===== src/rtl/vend_pkg.sv =====
// Shared types and constants for the vending price engine.
//   vend_state_e        : transaction FSM states
//   PRICE_ITEMn         : factory price of item n
//   DEFAULT_PRICES_4X8  : the four factory prices packed with item 0 in the LSB slice
package vend_pkg;

  typedef enum logic [1:0] {
    IDLE    = 2'd0,
    COLLECT = 2'd1,
    VEND    = 2'd2,
    REFUND  = 2'd3
  } vend_state_e;

  localparam logic [7:0] PRICE_ITEM0 = 8'd5;
  localparam logic [7:0] PRICE_ITEM1 = 8'd7;
  localparam logic [7:0] PRICE_ITEM2 = 8'd10;
  localparam logic [7:0] PRICE_ITEM3 = 8'd0;

  localparam logic [31:0] DEFAULT_PRICES_4X8 =
    {PRICE_ITEM3, PRICE_ITEM2, PRICE_ITEM1, PRICE_ITEM0};

endpackage


===== src/rtl/vend_price_table.sv =====
// Runtime-programmable price register file, 2**ITEM_W entries of PRICE_W bits.
//   clk, rst : clock, synchronous active-high reset (reloads DEFAULT_PRICES)
//   we       : write strobe; waddr/wdata give entry and new price
//   raddr    : read address; rdata is the stored price (asynchronous read,
//              so a same-cycle write is not yet visible)
module vend_price_table #(
  parameter int unsigned ITEM_W  = 2,
  parameter int unsigned PRICE_W = 8,
  parameter logic [(2**ITEM_W)*PRICE_W-1:0] DEFAULT_PRICES = '0
) (
  input  logic               clk,
  input  logic               rst,
  input  logic               we,
  input  logic [ITEM_W-1:0]  waddr,
  input  logic [PRICE_W-1:0] wdata,
  input  logic [ITEM_W-1:0]  raddr,
  output logic [PRICE_W-1:0] rdata
);

  localparam int unsigned NITEMS = 2**ITEM_W;

  logic [PRICE_W-1:0] mem [NITEMS];

  // Storage with reset-to-defaults and a single write port
  always_ff @(posedge clk) begin
    if (rst) begin
      for (int i = 0; i < NITEMS; i++) begin
        mem[i] <= DEFAULT_PRICES[i*PRICE_W +: PRICE_W];
      end
    end else if (we) begin
      mem[waddr] <= wdata;
    end
  end

  assign rdata = mem[raddr];

endmodule


===== src/rtl/vend_price_engine.sv =====
// Vending transaction engine: select an item, collect coins, then vend with
// change, or refund on cancel / inactivity timeout.
//   cfg_we/cfg_addr/cfg_price : price table write port (any state)
//   sel_valid/sel_item        : item request, honoured only in IDLE (sel_ready)
//   coin_valid/coin_value     : one coin per cycle, honoured only in COLLECT (coin_ready)
//   cancel                    : abort, refunds accumulated credit
//   vend_valid/vend_item      : one-cycle dispense pulse
//   change_valid/change_amt   : one-cycle change or refund pulse
//   credit, price_out         : accumulated credit, latched price of active item
//   err_unpriced              : one-cycle pulse when a price-0 item is selected
// Every output is a flop; the next-state logic computes the next output values.
module vend_price_engine
  import vend_pkg::*;
#(
  parameter int unsigned ITEM_W   = 2,
  parameter int unsigned PRICE_W  = 8,
  parameter int unsigned CREDIT_W = 8,
  parameter int unsigned TIMEOUT  = 255,
  parameter logic [(2**ITEM_W)*PRICE_W-1:0] DEFAULT_PRICES =
    ((2**ITEM_W)*PRICE_W)'(DEFAULT_PRICES_4X8)
) (
  input  logic                clk,
  input  logic                rst,
  input  logic                cfg_we,
  input  logic [ITEM_W-1:0]   cfg_addr,
  input  logic [PRICE_W-1:0]  cfg_price,
  input  logic                sel_valid,
  input  logic [ITEM_W-1:0]   sel_item,
  output logic                sel_ready,
  input  logic                coin_valid,
  input  logic [PRICE_W-1:0]  coin_value,
  output logic                coin_ready,
  input  logic                cancel,
  output logic                vend_valid,
  output logic [ITEM_W-1:0]   vend_item,
  output logic                change_valid,
  output logic [CREDIT_W-1:0] change_amt,
  output logic [CREDIT_W-1:0] credit,
  output logic [PRICE_W-1:0]  price_out,
  output logic                err_unpriced
);

  localparam int unsigned TMO_W = (TIMEOUT > 1) ? $clog2(TIMEOUT) : 1;
  localparam logic [TMO_W-1:0] TMO_LAST = (TIMEOUT == 0) ? '0 : TMO_W'(TIMEOUT - 1);

  vend_state_e         state, state_nxt;
  logic [TMO_W-1:0]    tmo_cnt, tmo_nxt;
  logic [CREDIT_W-1:0] credit_nxt, credit_upd, change_amt_nxt;
  logic [CREDIT_W:0]   credit_sum;
  logic [PRICE_W-1:0]  price_rd, price_nxt;
  logic [ITEM_W-1:0]   item_nxt;
  logic                vend_nxt, change_valid_nxt, err_nxt, tmo_hit;

  vend_price_table #(
    .ITEM_W         (ITEM_W),
    .PRICE_W        (PRICE_W),
    .DEFAULT_PRICES (DEFAULT_PRICES)
  ) u_table (
    .clk   (clk),
    .rst   (rst),
    .we    (cfg_we),
    .waddr (cfg_addr),
    .wdata (cfg_price),
    .raddr (sel_item),
    .rdata (price_rd)
  );

  // Next-state, accumulator, timeout and next-output logic
  always_comb begin
    state_nxt        = state;
    credit_nxt       = credit;
    price_nxt        = price_out;
    item_nxt         = vend_item;
    tmo_nxt          = tmo_cnt;
    vend_nxt         = 1'b0;
    change_valid_nxt = 1'b0;
    change_amt_nxt   = '0;
    err_nxt          = 1'b0;

    // Saturating add; the extra MSB catches the carry out
    credit_sum = {1'b0, credit} + (CREDIT_W+1)'(coin_value);
    if (!coin_valid)             credit_upd = credit;
    else if (credit_sum[CREDIT_W]) credit_upd = '1;
    else                         credit_upd = credit_sum[CREDIT_W-1:0];

    tmo_hit = (TIMEOUT != 0) && !coin_valid && (tmo_cnt == TMO_LAST);

    case (state)
      IDLE: begin
        if (sel_valid) begin
          if (price_rd == '0) begin
            err_nxt = 1'b1;
          end else begin
            state_nxt  = COLLECT;
            item_nxt   = sel_item;
            price_nxt  = price_rd;
            credit_nxt = '0;
            tmo_nxt    = '0;
          end
        end
      end

      COLLECT: begin
        credit_nxt = credit_upd;
        tmo_nxt    = coin_valid ? '0 : tmo_cnt + TMO_W'(1);
        // Cancel outranks reaching the price; a same-cycle coin is still credited
        if (cancel || tmo_hit) begin
          state_nxt        = REFUND;
          change_amt_nxt   = credit_upd;
          change_valid_nxt = (credit_upd != '0);
        end else if (credit_upd >= CREDIT_W'(price_out)) begin
          state_nxt        = VEND;
          vend_nxt         = 1'b1;
          change_amt_nxt   = credit_upd - CREDIT_W'(price_out);
          change_valid_nxt = (change_amt_nxt != '0);
        end
      end

      VEND, REFUND: begin
        state_nxt  = IDLE;
        credit_nxt = '0;
      end

      default: begin
        state_nxt  = IDLE;
        credit_nxt = '0;
      end
    endcase
  end

  // State and output registers
  always_ff @(posedge clk) begin
    if (rst) begin
      state        <= IDLE;
      tmo_cnt      <= '0;
      credit       <= '0;
      price_out    <= '0;
      vend_item    <= '0;
      vend_valid   <= 1'b0;
      change_valid <= 1'b0;
      change_amt   <= '0;
      err_unpriced <= 1'b0;
      sel_ready    <= 1'b1;
      coin_ready   <= 1'b0;
    end else begin
      state        <= state_nxt;
      tmo_cnt      <= tmo_nxt;
      credit       <= credit_nxt;
      price_out    <= price_nxt;
      vend_item    <= item_nxt;
      vend_valid   <= vend_nxt;
      change_valid <= change_valid_nxt;
      change_amt   <= change_amt_nxt;
      err_unpriced <= err_nxt;
      sel_ready    <= (state_nxt == IDLE);
      coin_ready   <= (state_nxt == COLLECT);
    end
  end

endmodule


===== config.mk =====
export PLATFORM = sky130hd
export DESIGN_NAME = vend_price_engine
export DESIGN_NICKNAME = d
export VERILOG_FILES = /design/src/rtl/vend_pkg.sv /design/src/rtl/vend_price_table.sv /design/src/rtl/vend_price_engine.sv
export SDC_FILE = /design/constraint.sdc
export NUM_CORES = 1
export LEC_CHECK = 0
export BUFFER_PORTS_ARGS = -buffer_cell sky130_fd_sc_hd__clkbuf_2
export CORE_ASPECT_RATIO = 1.1
export CORE_MARGIN = 2
export CORE_UTILIZATION = 45
export DETAILED_ROUTE_END_ITERATION = 6
export GPL_TIMING_DRIVEN = 0
export PLACE_DENSITY_LB_ADDON = 0.08
export SLEW_MARGIN = 20
export SYNTH_ARGS = -nofsm -noshare
export SYNTH_HDL_FRONTEND = slang
export SYNTH_SLANG_ARGS = --single-unit

===== constraint.sdc =====
create_clock -name clk -period 5.45 [get_ports clk]
set_input_delay 1.3625 -clock clk [delete_from_list [all_inputs] [get_ports clk]]
set_output_delay 1.3625 -clock clk [all_outputs]
set_load 0.05 [all_outputs]

# Word level (Yosys, flattened, before mapping)
# Memories as Yosys holds them, arrays and structs flattened.
# Cells that the tools add are included.
dict set report op_classes {
  addsub 3
  mul 0
  n_div 0
  order_cmp 1
  eq_ne 7
  shifts 0
  muxes 26
  bitwise_logic 4
  reduce_logical 17
}
# operator n
set op_table {}
lappend op_table {{$mux W8} 8}
lappend op_table {{$pmux W8 S3} 1}
lappend op_table {{$pmux W8 S2} 1}
lappend op_table {{$reduce_bool A8 Y1} 2}
lappend op_table {{$mux W1} 10}
lappend op_table {{$mux W2} 5}
lappend op_table {{$add A8 B8 Y9} 1}
lappend op_table {{$add A8 B1 Y8 const B} 1}
lappend op_table {{$eq A8 B8 Y1 const B} 1}
lappend op_table {{$ge A8 B8 Y1} 1}
lappend op_table {{$logic_not A8 Y1} 1}
lappend op_table {{$reduce_or A8 Y1} 1}
lappend op_table {{$sub A8 B8 Y8} 1}
lappend op_table {{$pmux W2 S3} 1}
lappend op_table {{$reduce_and A3 Y1} 2}
lappend op_table {{$reduce_or A3 Y1} 2}
lappend op_table {{$eq A2 B1 Y1 const B} 2}
lappend op_table {{$eq A2 B2 Y1 const B} 2}
lappend op_table {{$logic_not A2 Y1} 2}
lappend op_table {{$ne A2 B2 Y1 const B} 2}
lappend op_table {{$not A1 Y1} 4}
lappend op_table {{$reduce_or A2 Y1} 2}
lappend op_table {{$reduce_and A2 Y1} 1}
lappend op_table {{$reduce_bool A2 Y1} 1}
lappend op_table {{3 further kinds} 3}
dict set report totals {
  register_bits 41
  latchBits 0
  mem_bits_rw 32
  romBits 0
  output_inout_bits 31
  wordCells 70
  memories 1
}
# name words width read_ports rd_ports_with_merged_regs wr line
set mem_list {}
lappend mem_list {u_table.mem 4 8 1 0 4 vend_price_table.sv:22} ;# logic [PRICE_W-1:0] mem [NITEMS];

# Logic depth before layout (Yosys ltp)
# Gate-level depths: netlist (run 1).
dict set report depth {
  word_depth 8
  mapped_depth 15
  mapped_depth_nobuf 15
}

# By module
# A second synthesis (run 1) with hierarchy kept.
dict set report hier_totals {
  hier_cells 349
  area_unflattened_um2 3804.9
}
# mod instances cells_each area_each_um2 seq_area_each_um2
set by_module_without_submodules {}
lappend by_module_without_submodules {vend_price_engine 1 265 2354.8 820.8}
lappend by_module_without_submodules {vend_price_table 1 84 1450.1 960.9}

# Worst setup path before layout (run 1)
# Ideal clock, no wire load.
dict set report synth_path {
  path_kind {input-to-reg}
  startpoint {in coin_value[0]}
  endpoint {reg change_amt[4]}
  arrival_ns 4.559
  required_time_ns 5.333
  path_slack_ns 0.775
  stages 15
  n_path_buf 0
  path_cell_list {ha_1 > fa_1 > a21o_1 > a21oi_1 > o21ai_1 > o22ai_1 > ha_1 > fa_1 > nand2b_1 > a21oi_1 > o31a_1 > o31ai_1 > a21o_1 > inv_1 > a22o_1}
}
dict set report synth_between {
  elab_chain_cells 6
  elab_cells_between_ends 7
  cone_classes {2 x add/sub; 1 x order compare; 4 x mux}
}
# element line
set synth_rtl {}
lappend synth_rtl {{from (decl)} vend_price_engine.sv:31} ;# input logic [PRICE_W-1:0] coin_value,
lappend synth_rtl {{$add A8 B8 Y9 *} vend_price_engine.sv:81} ;# credit_sum = {1'b0, credit} + (CREDIT_W+1)'(coin_value);
lappend synth_rtl {{$mux W8 *} vend_price_engine.sv:83} ;# else if (credit_sum[CREDIT_W]) credit_upd = '1;
lappend synth_rtl {{$mux W8 *} vend_price_engine.sv:82} ;# if (!coin_valid) credit_upd = credit;
lappend synth_rtl {{$sub A8 B8 Y8 or $ge A8 B8 Y1 (tied branches)} {vend_price_engine.sv:114, vend_price_engine.sv:111}}
lappend synth_rtl {{$mux W8} vend_price_engine.sv:111} ;# end else if (credit_upd >= CREDIT_W'(price_out)) begin
lappend synth_rtl {{$mux W8 *} vend_price_engine.sv:107} ;# if (cancel || tmo_hit) begin
lappend synth_rtl {{to (signal assigned)} vend_price_engine.sv:153} ;# change_amt <= change_amt_nxt;
lappend synth_rtl {{to (decl)} vend_price_engine.sv:37} ;# output logic [CREDIT_W-1:0] change_amt,
# Every way passes the cells marked *; elsewhere a longest branch is shown, timed or not.
# A chain may end at the register's enable or synchronous reset.

# Final worst setup path (run 1)
# Ends and elaborated chain as after synthesis.

==> impl_results.md, run 1 <==
* Hold-critical path depth at 2
* Number of synthesized flops with an enable pin at 32
* Sink Count at 73
* Routability Congestion at 0.850
* R2R Path Start: credit[0]$_SDFFE_PP0P_
* Core area at 0.00791 mm2
* Critical Path RT at 5700 ps
* Number of I/O port buffers at 54
* Startpoint Class: primary input
* Clock Pin Slew Worst Setup and Hold Paths at 80 ps
* DR pass1 iterations at 4
* Seq/Total Area, Yosys at 0.484
* Setup violations, final at 0
* Slew headroom at 0.314
* Min-delay src: vend_item[1]$_SDFFE_PP0P_
* Cell Area, Synth at 0.00368 mm2
* R2R depth at 15
* Die height at 98.9 um
* Layout cells sized above 1 at 0.228
* Dominant cell type by area after synthesis: edfxtp_1
* Drt via density at 5.29
* Clk root buf: clkbuf_8
* Worst Clk Skew at 7.36 ps
* HPWL Detailed at 5830 um
* Final hold violation count at 0
* Ranking of synthesized cells by area: edfxtp_1 (26%), dfxtp_1 (22%), ha_1 (6.1%)
* Postcts setup bufs at 0
* Maximum VDD drop at 0.000165 V
* H-tree Lvls at 3
* Initial Utilization at 0.466
* Syn nets at 384
* Vias in the first global route at 2,717
* Die X at 90.3 um
* Syn_area_per_cell at 10.9 um2
* Worst-Skew Late Latency at 350 ps
* Critical Path Sink Type: register
* Total CTS buffers at 9
* Power Total at 1380 uW
* CP Max Fanout at 9
* Area after DPL at 0.00409 mm2
* Fill count at 777
* Worst hold path class: register to register
* Area of the multi-input gates at 0.00179 mm2
* First-pass GRT wire length at 13,100 um
* Post-cts resize count at 0
* Routed wire length at 7880 um
* Antenna violations before repair at 0
* CTS hold repair buffers at 0
* Initial DRC count at 79
* Cell Rows at 34
* WS Path Type: primary input to register
* Max Cap Viol at 0
* Crit. Startpoint: coin_value[0]
* Pleak at 0.00185 uW
* Async SR Flop Fraction at 0
* Share of Yosys cell area claimed by the top area cell type at 0.261
* Max clock buf depth at 2
* Pwr Density at 322 mW/mm2
* Synth Register Bits at 73
* Final Cell Area at 0.00429 mm2
* Fin. max-slew vios at 0
* Top cells by count, synth: dfxtp_1 (41), edfxtp_1 (32), and2_1 (27), nor2_1 (27), ha_1 (18)
* Slew @ Worst Pin at 1020 ps
* Grt ovf at 0
* Warnings from Yosys at 0
* Synth Instances at 338
* R2r setup slk at 1190 ps
* Fmax at 199 MHz
* Crit path arrival time at 5260 ps
* Final min period at 5010 ps
* Unrepaired setup endpoints after global routing: no
* RR Endpoint: change_amt[4]$_SDFF_PP0_
* Status: finished clean
* Largest net degree at the start of global routing at 14
* Tot GR Track Use at 0.190
* Remaining antenna violation count after routing at 0
* Routed len/inst at 15.3 um
* IO Pins at 57
* Number of remaining DRC errors at 0
* DIE AREA at 0.00893 mm2
* CTS tree: built
* N_diodes at 0
* Synth Flop Type: dfxtp_1
* Area Growth Syn to Fin at 16.5%
* Via count at 2,729
* Most common cell in the netlist: dfxtp_1
* FF+latch area at 0.00178 mm2
* Nets at 449
* Period utilisation layout at 0.920
* Total negative slack at 0 ps
* Distinct cell type count after synthesis at 48
* End of the worst hold path: vend_item[1]$_SDFFE_PP0P_
* Hold WS at 508 ps
==> layout make-up <==
class / instances / share of cell area
clock inverter: 7 / 0.0163
sequential: 73 / 0.415
timing repair buffer: 54 / 0.0629
buffer: 9 / 0.0163
multi-input combinational: 241 / 0.416
inverter: 15 / 0.0131
clock buffer: 9 / 0.0288
tap: 108 / 0.0315
==> registers in the layout, indices dropped and copies added, names as in the netlist, 2 cells and up <==
name         cells
credit           8
vend_item        2
u_table.mem     32
tmo_cnt          8
price_out        8
change_amt       8
state            2
==> through the flow <==
| step | setup slack (ps) | utilization | cells |
|---|---|---|---|
| 2_1_floorplan | 775 | - | 338 |
| 3_3_place_gp | 159 | 0.517 | 500 |
| 3_5_place_dp | 148 | 0.517 | 500 |
| 4_1_cts | 520 | 0.541 | 516 |
| 5_1_grt | 167 | 0.543 | 516 |
| 6_report | 437 | 0.543 | 516 |
==> per-layer routing <==
metal  part of all wire  vias up  GRT usage
met4              0.027        0     0.0911
met1               0.46     1283      0.230
met5                  0        -          0
met2               0.48       62      0.326
met3              0.035       16     0.0390
li1                   -     1368          -
==> power by group <==
group	leakage [uW]	internal (uW)	total, uW	switching [uW]
clock network	0.0000994	211	423	212
registers	0.000647	609	629	20.2
logic	0.00110	121	330	209
==> layout by cell type (no fill, tap or decap), types with 8 or more instances in the layout <==
cell type / netlist / final
nand2b_1: 17 / 17
a21o_1: 8 / 8
ha_1: 18 / 18
mux2i_1: 12 / 12
edfxtp_1: 32 / 32
o22ai_1: 9 / 9
mux4_2: 8 / 8
xor2_1: 11 / 11
nor2_1: 27 / 27
inv_1: 15 / 15
clkbuf_2: 0 / 54
nand2_1: 17 / 17
o21ai_0: 11 / 11
dfxtp_1: 41 / 41
and2_1: 27 / 27
a21oi_1: 12 / 12
clkbuf_8: 0 / 9
==> worst max-delay path, cell delays in order <==
cell and delay, ps:
clkbuf_2 80, ha_1 210, fa_1 400, a21o_1 210, a21oi_1 220, o21ai_1 230, o22ai_1 400, inv_1 100
ha_1 360, nand2b_1 120, a21oi_1 90, o31a_1 300, o31ai_1 520, a21o_1 370, inv_1 100, a22o_1 210
==> cell families after synthesis <==
| logic type | after synthesis | synth area share |
|---|---|---|
| adders and majority gates | 20 | 0.0720 |
| DFF | 73 | 0.484 |
| AOI/OAI and AO/OA | 63 | 0.113 |
| and+or+nand+nor | 122 | 0.178 |
| muxes | 20 | 0.0815 |
| xor gates and xnor gates | 16 | 0.0380 |
| buffers and inverters | 24 | 0.0343 |
==> how the worst max path moves through the flow <==
stage	slack, ps	depth (start not counted)	endpoint
after floorplan	770	15	change_amt[4]$_SDFF_PP0_
after global placement	160	16	change_amt[4]$_SDFF_PP0_
after detailed placement	150	16	change_amt[4]$_SDFF_PP0_
after CTS	520	16	change_amt[4]$_SDFF_PP0_
after global routing	170	16	change_amt[4]$_SDFF_PP0_
final	440	16	change_amt[4]$_SDFF_PP0_
No activity file was read; power rests on OpenSTA's default activity.
==> run 2: changes to the inputs <==
--- a/config.mk
+++ b/config.mk
@@ -10,7 +10,6 @@
 export CORE_MARGIN = 2
 export CORE_UTILIZATION = 45
 export DETAILED_ROUTE_END_ITERATION = 6
-export GPL_TIMING_DRIVEN = 0
 export PLACE_DENSITY_LB_ADDON = 0.08
 export SLEW_MARGIN = 20
 export SYNTH_ARGS = -nofsm -noshare
==> run 2 against run 1 <==
- non-clock buffer count grew 1
- via count is 0.33% higher
- register-to-register slack better by 130 ps
- sequential power barely moved
==> impl_results.md, run 2 (synthesized netlist as in run 1, its figures left out) <==
* Number of I/O port buffers at 56
* Largest register FFs at 32
* Routability Congestion at 0.893
* Final min period at 4890 ps
* Initial Utilization at 0.466
* WS Path Type: primary input to register
* CP Max Fanout at 9
* Critical path's slowest cell: o31ai_1
* Max Cap Viol at 0
* Cell Rows at 34
* Total negative slack at 0 ps
* Crit path arrival time at 5140 ps
* Status: finished clean
* Remaining antenna violation count after routing at 0
* Period utilisation layout at 0.898
* Total CTS buffers at 9
* Sink Count at 73
* Area Growth Syn to Fin at 16.1%
* R2R depth at 15
* IO Pins at 57
* Ordered cell list for the critical path: clkbuf_2, ha_1, fa_1, a21o_1, a21oi_1, o21ai_1, o22ai_1, ha_1, fa_1, nand2b_1, a21oi_1, o31a_1, o31ai_1, a21o_1, inv_1, a22o_1
* Met3 Wirelength at 370 um
* Vias in the first global route at 2,754
* Die height at 98.9 um
* Area after DPL at 0.00409 mm2
* Layout cells sized above 1 at 0.230
* Clk root buf: clkbuf_8
* Fmax at 204 MHz
* Slew headroom at 0.545
* Largest net degree at the start of global routing at 22
* Min-delay src: credit[0]$_SDFFE_PP0P_
* DR pass1 iterations at 4
* Worst-Skew Late Latency at 350 ps
* Post-cts resize count at 0
* N_diodes at 0
* Grt ovf at 0
* Pwr Density at 321 mW/mm2
* Final Core Density at 0.540
* Hold-critical path depth at 2
* Nets at 450
* First-pass GRT wire length at 13,400 um
* Critical Path Sink Type: register
* Final hold violation count at 0
* HPWL Detailed at 5950 um
* Setup violations, final at 0
* Maximum VDD drop at 0.000152 V
* R2R Path Start: credit[0]$_SDFFE_PP0P_
* Worst Clk Skew at 11.1 ps
* Number of remaining DRC errors at 0
* Via count at 2,738
* Post-Route M1 WL at 3450 um
* CTS tree: built
* Startpoint Class: primary input
* Routed wire length at 8040 um
* Fin. max-slew vios at 0
* Slew @ Worst Pin at 682 ps
* Drt via density at 5.30
* Postcts setup bufs at 0
* Unrepaired setup endpoints after global routing: no
* Tot GR Track Use at 0.191
* Most frequent cells in the layout: clkbuf_2 (56), dfxtp_1 (41), edfxtp_1 (32)
* CP max stage delay at 460 ps
* Crit. Startpoint: coin_value[0]
* DR top layer: met4
* Critical Path RT at 5690 ps
* Die X at 90.3 um
* Initial DRC count at 108
* Routed len/inst at 15.6 um
* Most common cell after layout, fill and taps aside: clkbuf_2
* Worst hold path class: register to register
* H-tree Lvls at 3
* Core area at 0.00791 mm2
* Pleak at 0.00185 uW
* Max clock buf depth at 2
* Wire length on met2 at 4010 um
* Final Cell Area at 0.00428 mm2
* CTS hold repair buffers at 0
* Fill count at 751
* DIE AREA at 0.00893 mm2
* Antenna violations before repair at 0
* Largest Register: u_table.mem
* Clock Pin Slew Worst Setup and Hold Paths at 80 ps
run 2: cell types whose count changed in the layout (fill, tap and decap cells not counted), sizes merged:
cell / change
clkinv: -1
clkbuf: -1
clkinvlp: +1
inv: -1
buf: +3
run 2: worst max-delay path, delay by kind of cell:
family | cells | cell delay, ps
buffers and inverters | 2 | 180
AOI/OAI and AO/OA | 9 | 2370
adders and majority gates | 4 | 1070
and+or+nand+nor | 1 | 130
run 2: power breakdown:
part	internal [uW]	leakage (uW)	switching, uW
clock network	208	0.0000897	203
logic	120	0.00111	211
registers	609	0.000647	20.2
total	938	0.00185	434
run 2: area by class of cell:
cell class / count / area, um2 / area share
inverter: 15 / 56.3 / 0.0132
timing repair buffer: 64 / 340 / 0.0796
clock inverter: 6 / 58.8 / 0.0138
clock buffer: 10 / 128 / 0.0298
sequential: 73 / 1780 / 0.417
tap: 108 / 135 / 0.0316
multi-input combinational: 241 / 1780 / 0.415
run 2: path summary, 6_finish.rpt:
kind / to / slack [ps]
max: change_amt[4]$_SDFF_PP0_ / 560
min reg2reg: credit[0]$_SDFFE_PP0P_ / 500
min: credit[0]$_SDFFE_PP0P_ / 500
max reg2reg: change_amt[4]$_SDFF_PP0_ / 1320
run 2: metal layers:
| metal | GRT usage | up-vias |
|---|---|---|
| li1 | - | 1358 |
| met1 | 0.227 | 1278 |
| met2 | 0.334 | 87 |
| met3 | 0.0413 | 15 |
| met4 | 0.0876 | 0 |
| met5 | 0 | - |
run 2: metrics by stage:
stage | cells | setup WS, ps | hold WS [ps] | power (uW)
after CTS | 517 | 634 | 508 | 1380
after global routing | 517 | 299 | 525 | 1440
final | 517 | 556 | 503 | 1370
after floorplan | 338 | 775 | 472 | 890
after global placement | 501 | 396 | 481 | 970
after detailed placement | 501 | 286 | 496 | 972
